===== config.mk =====
export PLATFORM = sky130hd
export DESIGN_NAME = router_fsm_ctrl
export DESIGN_NICKNAME = d
export VERILOG_FILES = /design/src/rtl/router_pkg.sv /design/src/rtl/router_sreset_timer.sv /design/src/rtl/router_fsm_ctrl.sv
export SDC_FILE = /design/constraint.sdc
export NUM_CORES = 1
export LEC_CHECK = 0
export BUFFER_PORTS_ARGS = -buffer_cell sky130_fd_sc_hd__buf_2
export CELL_PAD_IN_SITES_DETAIL_PLACEMENT = 1
export CELL_PAD_IN_SITES_GLOBAL_PLACEMENT = 2
export CORE_UTILIZATION = 33
export DETAILED_ROUTE_END_ITERATION = 12
export HOLD_SLACK_MARGIN = 0.06
export MAX_ROUTING_LAYER = met4
export PLACE_DENSITY_LB_ADDON = 0.3
export SYNTH_ARGS = -nofsm -noshare
export SYNTH_HDL_FRONTEND = slang
export SYNTH_SLANG_ARGS = --single-unit

===== constraint.sdc =====
create_clock -name clock -period 2.09 [get_ports clock]
set_input_delay 0.418 -clock clock [delete_from_list [all_inputs] [get_ports clock]]
set_output_delay 0.418 -clock clock [all_outputs]
set_load 0.05 [all_outputs]

===== src/rtl/router_pkg.sv =====
// Shared types and constants for the 1x3 router write path.
package router_pkg;

    localparam int unsigned TIMEOUT_DEFAULT = 30;

    localparam int unsigned ADDR_LSB     = 0;
    localparam int unsigned LEN_LSB      = 2;
    localparam logic [1:0]  ADDR_INVALID = 2'd3;

    typedef enum logic [2:0] {
        ST_IDLE,
        ST_WAIT_EMPTY,
        ST_LOAD_FIRST,
        ST_LOAD_HDR,
        ST_LOAD_DATA,
        ST_LOAD_PARITY,
        ST_DROP
    } state_e;

endpackage


===== src/rtl/router_sreset_timer.sv =====
// Per-port read timeout: counts non-empty, unread cycles and emits a
// registered one-cycle soft_reset when the port has been ignored too long.
module router_sreset_timer
    import router_pkg::*;
#(
    parameter int unsigned TIMEOUT = TIMEOUT_DEFAULT
) (
    input  logic clock,
    input  logic reset,
    input  logic fifo_empty,
    input  logic read_enb,
    output logic soft_reset
);

    logic [4:0] cnt_q, cnt_d;
    logic       pulse_q, pulse_d;

    always_comb begin
        cnt_d   = cnt_q;
        pulse_d = 1'b0;
        if (read_enb || fifo_empty) begin
            cnt_d = '0;
        end else if (cnt_q == 5'(TIMEOUT - 1)) begin
            cnt_d   = '0;
            pulse_d = 1'b1;
        end else begin
            cnt_d = cnt_q + 5'd1;
        end
    end

    always_ff @(posedge clock) begin
        if (reset) begin
            cnt_q   <= '0;
            pulse_q <= 1'b0;
        end else begin
            cnt_q   <= cnt_d;
            pulse_q <= pulse_d;
        end
    end

    assign soft_reset = pulse_q;

endmodule


===== src/rtl/router_fsm_ctrl.sv =====
// Packet write controller: decodes the header, sequences lfd/header/payload/
// parity writes into the selected FIFO, checks parity, runs read timeouts.
module router_fsm_ctrl
    import router_pkg::*;
#(
    parameter int unsigned TIMEOUT = TIMEOUT_DEFAULT
) (
    input  logic       clock,
    input  logic       reset,
    input  logic       pkt_valid,
    input  logic [7:0] data_in,
    input  logic [2:0] fifo_full,
    input  logic [2:0] fifo_empty,
    input  logic [2:0] read_enb,
    output logic [7:0] data_out,
    output logic [2:0] write_enb,
    output logic       lfd_state,
    output logic       busy,
    output logic [2:0] soft_reset,
    output logic       parity_err,
    output logic       pkt_drop
);

    state_e     state_q, state_d;
    logic [7:0] hdr_q, hdr_d;
    logic [1:0] addr_q, addr_d;
    logic [5:0] remaining_q, remaining_d;
    logic [7:0] parity_q, parity_d;
    logic       parity_err_q, parity_err_d;
    logic       pkt_drop_q, pkt_drop_d;

    logic [1:0] hdr_addr;
    logic [5:0] hdr_len;
    logic [2:0] sel;
    logic       port_full, port_empty, port_srst, accept;

    router_sreset_timer #(.TIMEOUT(TIMEOUT)) u_timer0 (
        .clock(clock), .reset(reset), .fifo_empty(fifo_empty[0]),
        .read_enb(read_enb[0]), .soft_reset(soft_reset[0])
    );
    router_sreset_timer #(.TIMEOUT(TIMEOUT)) u_timer1 (
        .clock(clock), .reset(reset), .fifo_empty(fifo_empty[1]),
        .read_enb(read_enb[1]), .soft_reset(soft_reset[1])
    );
    router_sreset_timer #(.TIMEOUT(TIMEOUT)) u_timer2 (
        .clock(clock), .reset(reset), .fifo_empty(fifo_empty[2]),
        .read_enb(read_enb[2]), .soft_reset(soft_reset[2])
    );

    // Address 3 yields an all-zero select, so no port is ever touched for it.
    assign hdr_addr   = data_in[ADDR_LSB +: 2];
    assign hdr_len    = data_in[LEN_LSB +: 6];
    assign sel        = 3'b001 << addr_q;
    assign port_full  = |(fifo_full & sel);
    assign port_empty = |(fifo_empty & sel);
    assign port_srst  = |(soft_reset & sel);
    assign accept     = pkt_valid && !port_full;

    always_comb begin
        state_d      = state_q;
        hdr_d        = hdr_q;
        addr_d       = addr_q;
        remaining_d  = remaining_q;
        parity_d     = parity_q;
        parity_err_d = 1'b0;
        busy         = 1'b0;
        lfd_state    = 1'b0;
        write_enb    = '0;
        data_out     = '0;

        case (state_q)
            ST_IDLE: begin
                if (pkt_valid) begin
                    hdr_d       = data_in;
                    addr_d      = hdr_addr;
                    remaining_d = hdr_len;
                    parity_d    = data_in;
                    if (hdr_addr == ADDR_INVALID || hdr_len == '0)
                        state_d = ST_DROP;
                    else if (|(fifo_empty & (3'b001 << hdr_addr)))
                        state_d = ST_LOAD_FIRST;
                    else
                        state_d = ST_WAIT_EMPTY;
                end
            end
            ST_WAIT_EMPTY: begin
                busy = 1'b1;
                if (port_srst)       state_d = ST_DROP;
                else if (port_empty) state_d = ST_LOAD_FIRST;
            end
            ST_LOAD_FIRST: begin
                busy      = 1'b1;
                lfd_state = 1'b1;
                state_d   = port_srst ? ST_DROP : ST_LOAD_HDR;
            end
            ST_LOAD_HDR: begin
                busy = 1'b1;
                if (port_srst) begin
                    state_d = ST_DROP;
                end else begin
                    write_enb = sel;
                    data_out  = hdr_q;
                    state_d   = ST_LOAD_DATA;
                end
            end
            ST_LOAD_DATA: begin
                busy = port_full;
                if (port_srst) begin
                    state_d = ST_DROP;
                end else if (accept) begin
                    write_enb   = sel;
                    data_out    = data_in;
                    parity_d    = parity_q ^ data_in;
                    remaining_d = remaining_q - 6'd1;
                    if (remaining_q == 6'd1) state_d = ST_LOAD_PARITY;
                end
            end
            ST_LOAD_PARITY: begin
                busy = port_full;
                if (port_srst) begin
                    state_d = ST_DROP;
                end else if (accept) begin
                    write_enb    = sel;
                    data_out     = data_in;
                    parity_err_d = (parity_q ^ data_in) != 8'h00;
                    state_d      = ST_IDLE;
                end
            end
            ST_DROP: begin
                if (!pkt_valid) state_d = ST_IDLE;
            end
            default: state_d = ST_IDLE;
        endcase

        pkt_drop_d = (state_d == ST_DROP) && (state_q != ST_DROP);
    end

    always_ff @(posedge clock) begin
        if (reset) begin
            state_q      <= ST_IDLE;
            hdr_q        <= '0;
            addr_q       <= '0;
            remaining_q  <= '0;
            parity_q     <= '0;
            parity_err_q <= 1'b0;
            pkt_drop_q   <= 1'b0;
        end else begin
            state_q      <= state_d;
            hdr_q        <= hdr_d;
            addr_q       <= addr_d;
            remaining_q  <= remaining_d;
            parity_q     <= parity_d;
            parity_err_q <= parity_err_d;
            pkt_drop_q   <= pkt_drop_d;
        end
    end

    assign parity_err = parity_err_q;
    assign pkt_drop   = pkt_drop_q;

endmodule


After elaboration in Yosys (flattened, before gate mapping):

Index checks and enable logic that the tools add are counted.

* register bits: 47
* bits in latches: 0
* memory bits (writable): 0
* ROM bits: 0
* output and inout port bits: 18
* word-level logic and storage cells: 103
* memories kept: 0

* add/subtract/negate cells: 4
* multiply operators: 0
* div/mod/pow operators: 0
* order comparisons: 0
* equal/unequal tests: 16
* shifts and indexed selects: 2
* mux-type cells: 35
* bitwise logic cells: 7
* reduce and logical (&&, ||, !) cells: 26

Operators by type and width (number)
* 8-bit two-way mux: 6
* 3-bit two-way mux: 14
* 8-bit case mux with 2 select lines: 2
* 3-bit OR reduction: 8
* 3-bit case mux with 7 select lines: 1
* 6-bit two-way mux: 3
* 5-bit by 1-bit adder with 5-bit output (second input constant): 3
* 5-bit equality test (second input constant): 3
* 3-bit AND: 4
* 3-bit equality test (second input constant): 4
* 6-bit case mux with 2 select lines: 1
* 8-bit nonzero test: 1
* 2-bit OR reduction: 4
* 8-bit XOR: 1
* 3-bit by 2-bit equality test with 1-bit output (second input constant): 2
* 6-bit by 1-bit equality test with 1-bit output (second input constant): 1
* 6-bit zero test: 1
* 2-bit inequality test (second input constant): 3
* 3-bit case mux with 2 select lines: 1
* 6-bit OR reduction: 1
* 1-bit by 2-bit << shifter with 3-bit output (first input constant): 2
* 6-bit by 1-bit subtractor with 6-bit output (second input constant): 1
* 1-bit logical OR: 4
* 1-bit two-way mux: 4
* 12 further kinds: 15

Longest topological paths before layout:

* depth in word-level cells: 10
* depth in mapped cells: 7
* gate-level depth less buffers: 6

Cells and area by module:

From an unflattened synthesis, not the netlist that was laid out.

* cell total of the unflattened synthesis: 320
* area total of the unflattened synthesis: 2508.7 µm²

By module, submodules not included
* router_fsm_ctrl: instances 1, cells each 251, area an instance 1810.5 µm², seq. area each 540.5 µm²
* router_sreset_timer: instances 3, cells each 23, area an instance 232.7 µm², seq. area each 120.1 µm²

Worst setup path after synthesis:

No wires, ideal clock.

* path type: flip-flop to output port
* from: register, netlist name hdr_q[1]
* to: output port write_enb[1]
* arrival: 2.758 ns
* path slack: -1.086 ns
* stages on the path, launching flop included: 7
* path buffers: 1
* cell sequence: dfxtp_1 -> buf_4 -> nand3b_1 -> o2111ai_1 -> nor2_4 -> nor2_2 -> nor4b_1

RTL lines
* to (decl): RTL line router_fsm_ctrl.sv:16 `output logic [2:0] write_enb,`

==> impl_metrics.csv <==
group,metric,value,unit
floorplanning,initial_cell_density_of_the_core,0.3476,
placed_design,post-dp-hpwl,5514,µm
cells_and_area,layout.filler_cells,928,
sta,rsz0062_at_grt,"yes",
cells_and_area,multi_input_comb_area,0.001578,mm²
synthesis,syn_avg_cell_area,7.997,µm²
placed_design,pre_cts_slack,-0.08156,ns
critical_path,critical_path_required,1.67,ns
floorplanning,die_area,0.008160,mm²
route,detail_route.iter0.violations,95,
synthesis,ys_top_cells_by_area,"sky130_fd_sc_hd__dfxtp_1 (35%), sky130_fd_sc_hd__nor2_1 (6.3%), sky130_fd_sc_hd__nand2_1 (5.8%), sky130_fd_sc_hd__a21oi_1 (5.2%), sky130_fd_sc_hd__xor2_1 (4.8%)",
critical_path,crit_fanout,5,
clocking,worst_skew_late_latency,0.30,ns
clocking,clk_sinks,45,
synthesis,synth-edff-count,0,
clocking,cts_tree,"built",
sta,post_layout_worst_setup_margin,-0.1627,ns
clocking,numCtsBuffers,5,
floorplanning,num_io_pins,38,
cells_and_area,num_antenna_cells,0,
global_routing,largest_net_degree_at_the_start_of_global_routing,28,
synthesis,ys_types,52,
status,failing_checks,"negative setup slack",
synthesis,sequential_share_of_the_synthesized_area,0.3499,
cells_and_area,final_cell_area,0.003199,mm²
status,outcome,"finished with violations",
placed_design,finalWeightedCongestion,0.7493,
sta,final.period_utilization,1.078,
cells_and_area,register_area,907.1,µm²
synthesis,synth_most_common_cell,"sky130_fd_sc_hd__dfxtp_1",
power,total_leakage_power,1.219,nW
route,final_antenna_net_count,0,
placed_design,postPlaceCellArea,0.002987,mm²
critical_path,timing.critical_path.arrival,1.83,ns
power,p_per_area,859.0,mW/mm²
power,design_power_total,2.748,mW
global_routing,first_pass_grt_wire_length,12520,µm
sta,max_freq,443.9,MHz
placed_design,port_buffers,37,
sta,final-hold-violation-count,0,
clocking,worst_case_clock_buffer_depth,2,
synthesis,post_synth_inst_count,322,
route,detail_route.wl_per_cell,15.52,µm
global_routing,global_route.usage.met2,0.3073,
route,routed_wirelength,7278,µm
worst_hold_path,min-delay-path-class,"input pin to flip-flop",
route,detailroute.via_count,2422,
sta,finClkSkew,0.01183,ns
cells_and_area,flow.area_growth_from_synthesis,24.25,%
critical_path,timing_worst_setup_path_type,"flip-flop to output port",
clocking,htree_num_levels,2,
flow_run,total_of_max_cap_violations,0,
sta,transition_time_at_the_pin_with_the_least_slew_margin,0.5632,ns
synthesis,synth.top_cells.by_count,"sky130_fd_sc_hd__dfxtp_1 (45), sky130_fd_sc_hd__nor2_1 (43), sky130_fd_sc_hd__nand2_1 (40)",
global_routing,grt_busiest_layer,"met2",
sta,final-max-slew-violation-count,0,
critical_path,r2r.worst_path.cells,5,
global_routing,number_of_global_route_vias_before_repair,2511,
synthesis,synth_ff_type,"sky130_fd_sc_hd__dfxtp_1",
global_routing,met3_usage,0.02862,
sta,holdWs,0.3988,ns
route,drt_drc_violations_left,0,
synthesis,synth_async_sr_flop_share,0,
critical_path,end_kind,"output port",
global_routing,groute.layer.met1.usage,0.2585,
route,first_pass_iters,4,
power,vdd.ir_drop.worst,0.3071,mV
cells_and_area,fraction_of_layout_instances_using_a_drive_strength_above_1,0.2622,
synthesis,mappedNetlistArea,0.002575,mm²
route,detail_route.vias_per_cell,5.164,
floorplanning,die_h,90.34,µm
sta,min_period,2.253,ns
global_routing,grtUsageTotal,0.1941,
global_routing,grt_remaining_overflow,0,
sta,report.final.setup_viol,11,
clocking,clk_transition_reported_paths,0.08,ns
clocking,cts_hold_repair.buffers,0,
synthesis,mappedNetlistNets,350,
floorplanning,area_of_the_placeable_core,0.007408,mm²
synthesis,yosys_register_bits,45,
floorplanning,row_count,31,
clocking,clock_tree.root_cell,"sky130_fd_sc_hd__clkbuf_8",
critical_path,timing.critical_path.from_type,"flip-flop",
floorplanning,fp.dieW,90.34,µm
sta,worst_slew_slack_as_a_fraction_of_its_limit,0.6245,
synthesis,ys_warn_count,0,
worst_hold_path,holdPathStages,3,
cells_and_area,fin_nets,397,
synthesis,netlist.area_leader.share,0.3499,
global_routing,number_of_antenna_violations_at_the_first_check_in_global_routing,0,
synthesis,synth.largest_area_cell,"sky130_fd_sc_hd__dfxtp_1",
==> routing by layer <==
layer | up-vias | part of all wire
li1 | 1216 | -
met1 | 1166 | 0.50
met2 | 36 | 0.47
met3 | 4 | 0.025
met4 | 0 | 0.0098
met5 | - | 0
==> report_power, final <==
group,leakage [nW],switching [mW],internal (mW)
Sequential,0.369,0.102,0.962
Combinational,0.796,0.652,0.429
Clock,0.0542,0.303,0.299
Total,1.22,1.06,1.69
==> cell type report <==
cell class                      count  share of cell area
Clock buffer                        7             0.03011
Tap cell                           99             0.03872
Timing Repair Buffer               64              0.1447
Multi-Input combinational cell    246              0.4932
Sequential cell                    45              0.2835
Clock inverter                      1            0.001564
Inverter                            7            0.008213
==> worst paths after layout <==
path          startpoint             endpoint  slack [ns]
max             hdr_q[1]         write_enb[2]       -0.16
min          read_enb[1]  u_timer1.soft_reset        0.40
max reg2reg   state_q[1]       remaining_q[5]        0.25
min reg2reg     hdr_q[2]             hdr_q[2]        0.46
==> sequential cells by signal, summed over array words and instances, names as in the netlist <==
name / cells
hdr_q: 8
parity_err: 1
parity_q: 8
pkt_drop: 1
remaining_q: 6
state_q: 3
u_timer0.cnt_q: 5
u_timer0.soft_reset: 1
u_timer1.cnt_q: 5
u_timer1.soft_reset: 1
u_timer2.cnt_q: 5
u_timer2.soft_reset: 1
==> through the flow <==
step | TNS (ns) | util | cells
2_1_floorplan | -1.847 | - | 322
6_report | -1.566 | 0.4319 | 469
5_1_grt | -2.695 | 0.4319 | 469
3_5_place_dp | -0.5709 | 0.4031 | 461
4_1_cts | -1.830 | 0.4290 | 469
3_3_place_gp | 0 | 0.4031 | 461
==> layout by cell type, fill, tap and decap left out, types with 2 or more instances in the layout <==
| cell type | count |
|---|---|
| sky130_fd_sc_hd__nor4_1 | 2 |
| sky130_fd_sc_hd__inv_1 | 6 |
| sky130_fd_sc_hd__xnor2_1 | 3 |
| sky130_fd_sc_hd__nor4b_4 | 2 |
| sky130_fd_sc_hd__a32o_1 | 4 |
| sky130_fd_sc_hd__buf_6 | 12 |
| sky130_fd_sc_hd__buf_2 | 25 |
| sky130_fd_sc_hd__a22oi_1 | 8 |
| sky130_fd_sc_hd__dfxtp_2 | 2 |
| sky130_fd_sc_hd__a21oi_1 | 27 |
| sky130_fd_sc_hd__xor2_1 | 14 |
| sky130_fd_sc_hd__and2_1 | 2 |
| sky130_fd_sc_hd__dfxtp_1 | 42 |
| sky130_fd_sc_hd__buf_4 | 27 |
| sky130_fd_sc_hd__ha_1 | 8 |
| sky130_fd_sc_hd__nand4_1 | 4 |
| sky130_fd_sc_hd__mux2i_1 | 4 |
| sky130_fd_sc_hd__o21ai_0 | 18 |
| sky130_fd_sc_hd__o211ai_1 | 9 |
| sky130_fd_sc_hd__o21ai_2 | 2 |
| sky130_fd_sc_hd__nor2b_1 | 7 |
| sky130_fd_sc_hd__nor2_1 | 41 |
| sky130_fd_sc_hd__o31ai_1 | 2 |
| sky130_fd_sc_hd__nor2_4 | 2 |
| sky130_fd_sc_hd__nor3b_1 | 2 |
| sky130_fd_sc_hd__clkbuf_8 | 7 |
| sky130_fd_sc_hd__nor3_1 | 7 |
| sky130_fd_sc_hd__nor2_2 | 3 |
| sky130_fd_sc_hd__nand3b_1 | 3 |
| sky130_fd_sc_hd__nand2_1 | 40 |
| sky130_fd_sc_hd__nand3_1 | 8 |
==> repair_timing <==
item,CTS,global route
buffers inserted,0,0
pin swaps,3,1
endpoints found under the setup margin,12,13
gates resized for setup,29,6
==> worst max-delay path, cell delays in order (launching register included) <==
cell and delay [ns]:
sky130_fd_sc_hd__dfxtp_4 0.39, sky130_fd_sc_hd__mux2i_4 0.24, sky130_fd_sc_hd__o2111ai_2 0.19, sky130_fd_sc_hd__nor2_4 0.16, sky130_fd_sc_hd__nor2_4 0.08, sky130_fd_sc_hd__nor4b_4 0.28, sky130_fd_sc_hd__buf_6 0.20
==> logic make-up (layout without fill, tap and decap cells) <==
group	after synthesis	count (layout)	synth area share
fa+ha+maj	8	8	0.03887
flops	45	45	0.3499
mux	5	5	0.01944
simple gates	133	133	0.2478
buf+inv	31	79	0.07094
compound gates	83	83	0.2153
xor+xnor	17	17	0.05783
No activity file was read; power rests on OpenSTA's default activity.
